--- config.mk ---
export PLATFORM = sky130hd
export DESIGN_NAME = uart_tx_feeder
export DESIGN_NICKNAME = d
export VERILOG_FILES = /design/src/rtl/uart_tx_feeder_pkg.sv /design/src/rtl/uart_tx_fifo.sv /design/src/rtl/uart_tx_feeder.sv
export SDC_FILE = /design/constraint.sdc
export NUM_CORES = 1
export LEC_CHECK = 0
export CAP_MARGIN = 20
export CORE_ASPECT_RATIO = 1.4
export CORE_MARGIN = 1.5
export CORE_UTILIZATION = 63
export CTS_BUF_LIST = sky130_fd_sc_hd__clkbuf_4 sky130_fd_sc_hd__clkbuf_8
export DETAILED_ROUTE_END_ITERATION = 8
export PLACE_DENSITY_LB_ADDON = 0.05
export SETUP_SLACK_MARGIN = 0.5
export SKIP_LAST_GASP = 1
export SLEW_MARGIN = 20
export SYNTH_ARGS = -nofsm -noshare
export SYNTH_HDL_FRONTEND = slang
export SYNTH_HIERARCHICAL = 1
export SYNTH_SLANG_ARGS = --single-unit
--- constraint.sdc ---
create_clock -name clk -period 5.2 [get_ports clk]
set_input_delay 1.04 -clock clk [delete_from_list [all_inputs] [get_ports clk]]
set_output_delay 1.04 -clock clk [all_outputs]
set_load 0.02 [all_outputs]
--- src/rtl/uart_tx_feeder_pkg.sv ---
// Shared definitions for the UART transmit feeder: parameter defaults and the
// launch FSM state encoding.
package uart_tx_feeder_pkg;

    localparam int FEEDER_DATA_WIDTH = 8;
    localparam int FEEDER_DEPTH      = 8;

    typedef enum logic [1:0] {
        ST_IDLE      = 2'd0,
        ST_LAUNCH    = 2'd1,
        ST_WAIT_BUSY = 2'd2,
        ST_WAIT_DONE = 2'd3
    } feeder_state_t;

endpackage

--- src/rtl/uart_tx_fifo.sv ---
// Circular byte buffer. The head is presented combinationally and popped on rd_en.
// Writes made while the buffer is full are dropped and set a sticky overflow flag.
module uart_tx_fifo
    import uart_tx_feeder_pkg::*;
#(
    parameter int DATA_WIDTH = FEEDER_DATA_WIDTH,
    parameter int DEPTH      = FEEDER_DEPTH
) (
    input  logic                     clk,
    input  logic                     rst,
    input  logic [DATA_WIDTH-1:0]    wr_data,
    input  logic                     wr_en,
    input  logic                     rd_en,
    output logic [DATA_WIDTH-1:0]    rd_data,
    output logic                     full,
    output logic                     empty,
    output logic [$clog2(DEPTH):0]   fill_level,
    output logic                     overflow
);
    localparam int AW = $clog2(DEPTH);
    localparam logic [AW:0] PTR_ONE = {{AW{1'b0}}, 1'b1};

    logic [DATA_WIDTH-1:0] mem_q [DEPTH];
    logic [AW:0]           wr_ptr_q, wr_ptr_d;
    logic [AW:0]           rd_ptr_q, rd_ptr_d;
    logic                  overflow_q, overflow_d;
    logic                  wr_ok, rd_ok;

    // The extra pointer MSB tells a full buffer apart from an empty one.
    assign empty      = (wr_ptr_q == rd_ptr_q);
    assign full       = (wr_ptr_q[AW] != rd_ptr_q[AW]) &&
                        (wr_ptr_q[AW-1:0] == rd_ptr_q[AW-1:0]);
    assign fill_level = wr_ptr_q - rd_ptr_q;
    assign rd_data    = mem_q[rd_ptr_q[AW-1:0]];
    assign overflow   = overflow_q;

    always_comb begin
        wr_ok      = wr_en && !full;
        rd_ok      = rd_en && !empty;
        wr_ptr_d   = wr_ok ? (wr_ptr_q + PTR_ONE) : wr_ptr_q;
        rd_ptr_d   = rd_ok ? (rd_ptr_q + PTR_ONE) : rd_ptr_q;
        overflow_d = overflow_q || (wr_en && full);
    end

    always_ff @(posedge clk or posedge rst) begin
        if (rst) begin
            wr_ptr_q   <= '0;
            rd_ptr_q   <= '0;
            overflow_q <= 1'b0;
        end else begin
            wr_ptr_q   <= wr_ptr_d;
            rd_ptr_q   <= rd_ptr_d;
            overflow_q <= overflow_d;
        end
    end

    // Storage is deliberately left out of reset; the pointers alone define validity.
    always_ff @(posedge clk) begin
        if (wr_ok) begin
            mem_q[wr_ptr_q[AW-1:0]] <= wr_data;
        end
    end

endmodule

--- src/rtl/uart_tx_feeder.sv ---
// Buffers host bytes and launches them one at a time into a UART transmitter,
// using a one-cycle tx_data_valid pulse and the transmitter's tx_busy handshake.
module uart_tx_feeder
    import uart_tx_feeder_pkg::*;
#(
    parameter int DATA_WIDTH = FEEDER_DATA_WIDTH,
    parameter int DEPTH      = FEEDER_DEPTH
) (
    input  logic                     clk,
    input  logic                     rst,
    input  logic [DATA_WIDTH-1:0]    wr_data,
    input  logic                     wr_en,
    output logic                     full,
    output logic                     empty,
    output logic [$clog2(DEPTH):0]   fill_level,
    output logic                     overflow,
    input  logic                     tx_busy,
    output logic [DATA_WIDTH-1:0]    tx_p_data,
    output logic                     tx_data_valid
);
    feeder_state_t         state_q, state_d;
    logic [DATA_WIDTH-1:0] tx_p_data_q, tx_p_data_d;
    logic                  tx_data_valid_q, tx_data_valid_d;
    logic                  pop;
    logic [DATA_WIDTH-1:0] head_data;

    uart_tx_fifo #(
        .DATA_WIDTH (DATA_WIDTH),
        .DEPTH      (DEPTH)
    ) u_fifo (
        .clk        (clk),
        .rst        (rst),
        .wr_data    (wr_data),
        .wr_en      (wr_en),
        .rd_en      (pop),
        .rd_data    (head_data),
        .full       (full),
        .empty      (empty),
        .fill_level (fill_level),
        .overflow   (overflow)
    );

    always_comb begin
        state_d     = state_q;
        tx_p_data_d = tx_p_data_q;
        pop         = 1'b0;
        unique case (state_q)
            ST_IDLE: begin
                if (!empty && !tx_busy) begin
                    state_d     = ST_LAUNCH;
                    tx_p_data_d = head_data;
                    pop         = 1'b1;
                end
            end
            ST_LAUNCH:    state_d = ST_WAIT_BUSY;
            ST_WAIT_BUSY: if (tx_busy)  state_d = ST_WAIT_DONE;
            ST_WAIT_DONE: if (!tx_busy) state_d = ST_IDLE;
            default:      state_d = ST_IDLE;
        endcase
        // Registered so the pulse coincides exactly with the LAUNCH cycle.
        tx_data_valid_d = (state_d == ST_LAUNCH);
    end

    always_ff @(posedge clk or posedge rst) begin
        if (rst) begin
            state_q         <= ST_IDLE;
            tx_p_data_q     <= '0;
            tx_data_valid_q <= 1'b0;
        end else begin
            state_q         <= state_d;
            tx_p_data_q     <= tx_p_data_d;
            tx_data_valid_q <= tx_data_valid_d;
        end
    end

    assign tx_p_data     = tx_p_data_q;
    assign tx_data_valid = tx_data_valid_q;

endmodule

# Word level (Yosys, flattened, before mapping)

Memory sizes are Yosys's and may differ from the RTL's. A register that Yosys moved wholly into a read port is not among the register bits.
Index checks and enable logic that the tools add are counted.

$add $sub $neg: 3
Mux-type cells: 8
Reduce and logical (&&, ||, !) cells: 11
Eq/ne operators: 7

Operators by type and width:

| operator            | number |
|---|---|
| $add 4x1->4 const B | 2 |
| $pmux 2 s4          | 1 |
| $mux 2              | 3 |
| $logic_and 1x1->1   | 5 |
| $eq 2x1->1 const B  | 2 |
| $eq 2x2->1 const B  | 2 |
| $eq 4x4->1          | 1 |
| $mux 1              | 4 |
| $sub 4x4->4         | 1 |
| $eq 3x3->1          | 1 |
| $logic_not 1->1     | 3 |
| $logic_not 2->1     | 1 |
| $reduce_and 2->1    | 1 |
| $logic_or 1x1->1    | 1 |
| $ne 1x1->1          | 1 |

Memories: 1
Input bits: 12
Word-level logic and storage cells: 35
Register bits after elaboration: 12
Bits in writable memories: 64
Output and inout bits: 16

Memories:

| name         | depth | width | rd ports | clocked after Yosys merged registers in | wr ports | RTL line           | source |
|---|---|---|---|---|---|---|---|
| u_fifo.mem_q | 8     | 8     | 1        | 1                                       | 1        | uart_tx_fifo.sv:23 | `logic [DATA_WIDTH-1:0] mem_q [DEPTH];` |

# Logic depth before layout (Yosys ltp)

Depth after elaboration: 6
Depth in mapped cells: 10

# Cells and area by module

The synthesis kept the hierarchy.

By module, submodules not included:

| module         | times used | area an instance (µm²) | cells an instance |
|---|---|---|---|
| uart_tx_fifo   | 1          | 3049.2                 | 170 |
| uart_tx_feeder | 1          | 420.4                  | 26 |

# Worst setup path before layout

No wires, ideal clock.

Path type: register to output
Start point: reg u_fifo.rd_ptr_q[1]
End point: out empty
Required time: 4.160 ns
Setup slack: 2.448 ns
Arrival time: 1.712 ns
Stages on the path, launching flop included: 7
Cell sequence: dfrtp_1 > buf_2 > buf_2 > inv_1 > ha_1 > nand3_1 > nor2_1

Word-level cells in the longest chain between the ends: 1

RTL lines:

| what                   | RTL line             | source |
|---|---|---|
| from (decl)            | uart_tx_fifo.sv:25   | `logic [AW:0] rd_ptr_q, rd_ptr_d;` |
| from (signal assigned) | uart_tx_fifo.sv:52   | `rd_ptr_q <= rd_ptr_d;` |
| $eq 4x4->1             | uart_tx_fifo.sv:30   | `assign empty = (wr_ptr_q == rd_ptr_q);` |
| to (decl)              | uart_tx_feeder.sv:14 | `output logic empty,` |

Every way passes these cells.

# Worst setup path in the final report

Ends and elaborated chain as after synthesis.

==> impl_metrics.yaml <==
yosys:
  synth.avg_cell_area_sq_um: 17.7
  synth_top_flop_cell: "sky130_fd_sc_hd__edfxtp_1"
  syn-num-nets: 214
  synth_top_area_share: 0.554
  ys_ff_latch: 84
  netlist_top_cells_count: "sky130_fd_sc_hd__edfxtp_1 (64), sky130_fd_sc_hd__nand2_1 (27), sky130_fd_sc_hd__dfrtp_1 (20)"
  synth_warnings: 6
  seq_area_frac_synth: 0.698
  synth_cells: 196
  post_synth_instance_area_sq_um: 3470
  synth_enable_flop_cells: 64
  cell_type_with_the_largest_total_area_after_synthesis: "sky130_fd_sc_hd__edfxtp_1"
  yosys.cell_count.top_type: "sky130_fd_sc_hd__edfxtp_1"
  synth_area_leaders: "sky130_fd_sc_hd__edfxtp_1 (55%), sky130_fd_sc_hd__dfrtp_1 (14%), sky130_fd_sc_hd__mux4_1 (6.1%)"
  async_flop_share: 0.238
  yosysUniqueCellTypes: 32
global_routing:
  pin_count_of_the_biggest_net_entering_global_routing: 22
  grt_first_pass_wirelength_mm: 9.83
  grt_usage: 0.236
  first_global_vias: 1906
  grt_antenna_before_repair: 0
  gr-total-overflow: 0
cells_and_area:
  antenna_cells_inserted: 0
  net_count_of_the_finished_layout: 253
  fraction_of_final_layout_cells_sized_beyond_drive_strength_1: 0.196
  areaGrowthSynthToFinish_pct: 16.4
  final.fill_count: 300
  share_of_the_core_filled_with_cells_in_the_final_layout: 0.772
cts:
  hold_fix_buffer_count_after_cts: 0
  postCtsSetupBuffers: 0
  cts.sinks: 84
  cts_tree: "built"
  cts.reportedPaths.clkPinSlew_ns: 0.08
  clock_latency_ns: 0.34
  cts-htree-levels: 3
  post_cts.resized_instances: 0
  cts_buf_count: 9
  cts_root_buf: "sky130_fd_sc_hd__clkbuf_8"
  largest_buffer_count_on_any_clock_path: 2
die:
  die_width_um: 65.7
  floorplan_die_area_sq_um: 5970
  row_count: 31
  initial_utilization: 0.663
  placeableCoreArea_sq_um: 5240
  io_pins: 28
  fp.dieH_um: 90.8
timing:
  timing.setup.tns_ns: 0
  worst_pin_slew_ns: 0.878
  count_of_final_max_slew_check_failures: 0
  fin_worst_skew_ns: 0.00965
  worst_slew_margin_rel: 0.415
  max_clock_freq_mhz: 257
  layout_min_cycle_time_ns: 3.89
  period_share: 0.749
  hold_violation_total_from_the_final_report: 0
  holdWs_ns: 0.486
  post-route-worst-setup-slack_ns: 1.31
  rsz_0062_raised_after_global_routing: "no"
  number_of_endpoints_failing_setup_at_the_final_stage: 0
power_and_ir_drop:
  clockPowerShare: 0.199
  power-per-cell-area_nw_per_um2: 611
  intPower_uw: 1630
  p_comb_frac: 0.391
  switching_power_uw: 838
  power.sequential.fraction: 0.410
  power.switching_fraction: 0.340
  fin_total_pwr_uw: 2470
  leakage_uw: 0.00150
  worst_voltage_drop_across_the_vdd_grid_v: 0.000346
route:
  final_antenna_net_count: 0
  vias: 1811
  drt-initial-drc-count: 71
  drt_pass1_iterations: 4
  detail_route.vias_per_cell: 5.92
  drt-total-wl_mm: 6.34
  route.detailed.wl_per_inst_um: 20.7
  post-route-drc-count: 0
placement:
  dpl.hpwl_mm: 4.21
  placement.io_buffers: 27
  gpl.final_weighted_congestion: 0.785
  pre_cts_ws_ns: 1.65
worst_setup_path:
  r2r.worst_path.cells: 8
  critical_path_cell_with_the_highest_stage_delay: "sky130_fd_sc_hd__dfrtp_1"
  critical_path.endpoint_type: "output port"
  timing.setup.critical_path_class: "register to output port"
  slowest_delay_ns: 0.92
  worst_ep_required_time_ns: 4.16
  worstPathCellList: "inv_1 -> ha_1 -> nand3_1 -> nor2_1 -> clkdlybuf4s50_1"
  worstSetupStartpointType: "register"
  worst_ep_arrival_time_ns: 2.85
  worst-path-max-fanout: 21
status:
  status: "completed"
worst_hold_path:
  hold-path-cell-count: 1
  holdCritPathClass: "register to register"
job:
  max_cap_viol_count: 0
## logic make-up (layout without fill, tap and decap cells)
| logic type | count (synthesis) | count (layout) | synth area share |
|---|---|---|---|
| xor gates and xnor gates | 10 | 10 | 0.0274 |
| AOI/OAI and AO/OA | 7 | 7 | 0.0159 |
| adders and majority gates | 6 | 6 | 0.0238 |
| DFF | 84 | 84 | 0.698 |
| muxes | 26 | 26 | 0.146 |
| buffers and inverters | 16 | 60 | 0.0252 |
| and+or+nand+nor | 47 | 47 | 0.0635 |
## layout by cell type, fill, tap and decap left out, types with 7 or more instances in the layout
| cell | count |
|---|---|
| sky130_fd_sc_hd__clkbuf_8 | 9 |
| sky130_fd_sc_hd__clkdlybuf4s50_1 | 27 |
| sky130_fd_sc_hd__dfrtp_1 | 20 |
| sky130_fd_sc_hd__edfxtp_1 | 64 |
| sky130_fd_sc_hd__inv_1 | 10 |
| sky130_fd_sc_hd__mux2_2 | 8 |
| sky130_fd_sc_hd__mux4_1 | 8 |
| sky130_fd_sc_hd__mux4_2 | 8 |
| sky130_fd_sc_hd__nand2_1 | 27 |
| sky130_fd_sc_hd__xnor2_1 | 7 |
## state kept, by name, summed over array words and instances, names as in the netlist
register         count
u_fifo/mem_q        64
tx_p_data            8
u_fifo/rd_ptr_q      4
u_fifo/wr_ptr_q      4
state_q              2
tx_data_valid        1
u_fifo/overflow      1
## power by group through the flow
| stage | Combinational [uW] | Sequential, uW | Clock [uW] |
|---|---|---|---|
| after global placement | 928 | 1010 | 0 |
| after global routing | 1040 | 1030 | 529 |
| after CTS | 969 | 1010 | 503 |
| after detailed placement | 964 | 1020 | 0 |
| final | 965 | 1010 | 492 |
| after floorplan | 628 | 1010 | 0 |
## critical path: cells and delay by family (launching register included)
family | cells | cell delay, ns
flops | 1 | 0.92
buf+inv | 2 | 0.77
simple gates | 2 | 0.50
fa+ha+maj | 1 | 0.33
## worst paths after layout
| path | from | to | slack (ns) |
|---|---|---|---|
| setup / recovery | u_fifo/rd_ptr_q[1] | empty | 1.31 |
| hold / removal | u_fifo/overflow | u_fifo/overflow | 0.49 |
| setup reg to reg | u_fifo/rd_ptr_q[1] | u_fifo/rd_ptr_q[2] | 2.32 |
| hold reg to reg | u_fifo/overflow | u_fifo/overflow | 0.49 |
| max in group asynchronous | rst | state_q[0] | 3.87 |
| min in group asynchronous | rst | u_fifo/wr_ptr_q[2] | 1.02 |
## through the flow
stage | instance area (sq um) | cells
after floorplan | 3470 | 196
after global placement | 3820 | 290
after detailed placement | 3820 | 290
after CTS | 4040 | 306
after global routing | 4040 | 306
final | 4040 | 306
## final cells by class
class | count | area [sq um] | area share
clock inverter | 6 | 87.6 | 0.0217
timing repair buffer | 33 | 315 | 0.0780
tap | 66 | 82.6 | 0.0204
inverter | 11 | 41.3 | 0.0102
clock buffer | 10 | 131 | 0.0325
multi-input combinational | 96 | 960 | 0.238
sequential | 84 | 2420 | 0.600
## per-layer routing
layer  part of all wire  wire [um]  global-route usage  up-vias
met5                  0          0                   0        -
met4              0.016        104              0.0938        0
met3              0.057        359              0.0574       10
met2               0.54       3440               0.391       67
met1               0.38       2430               0.297      914
li1                   -          -                   -      820
Note: power is estimated with default switching activity, not from simulation.
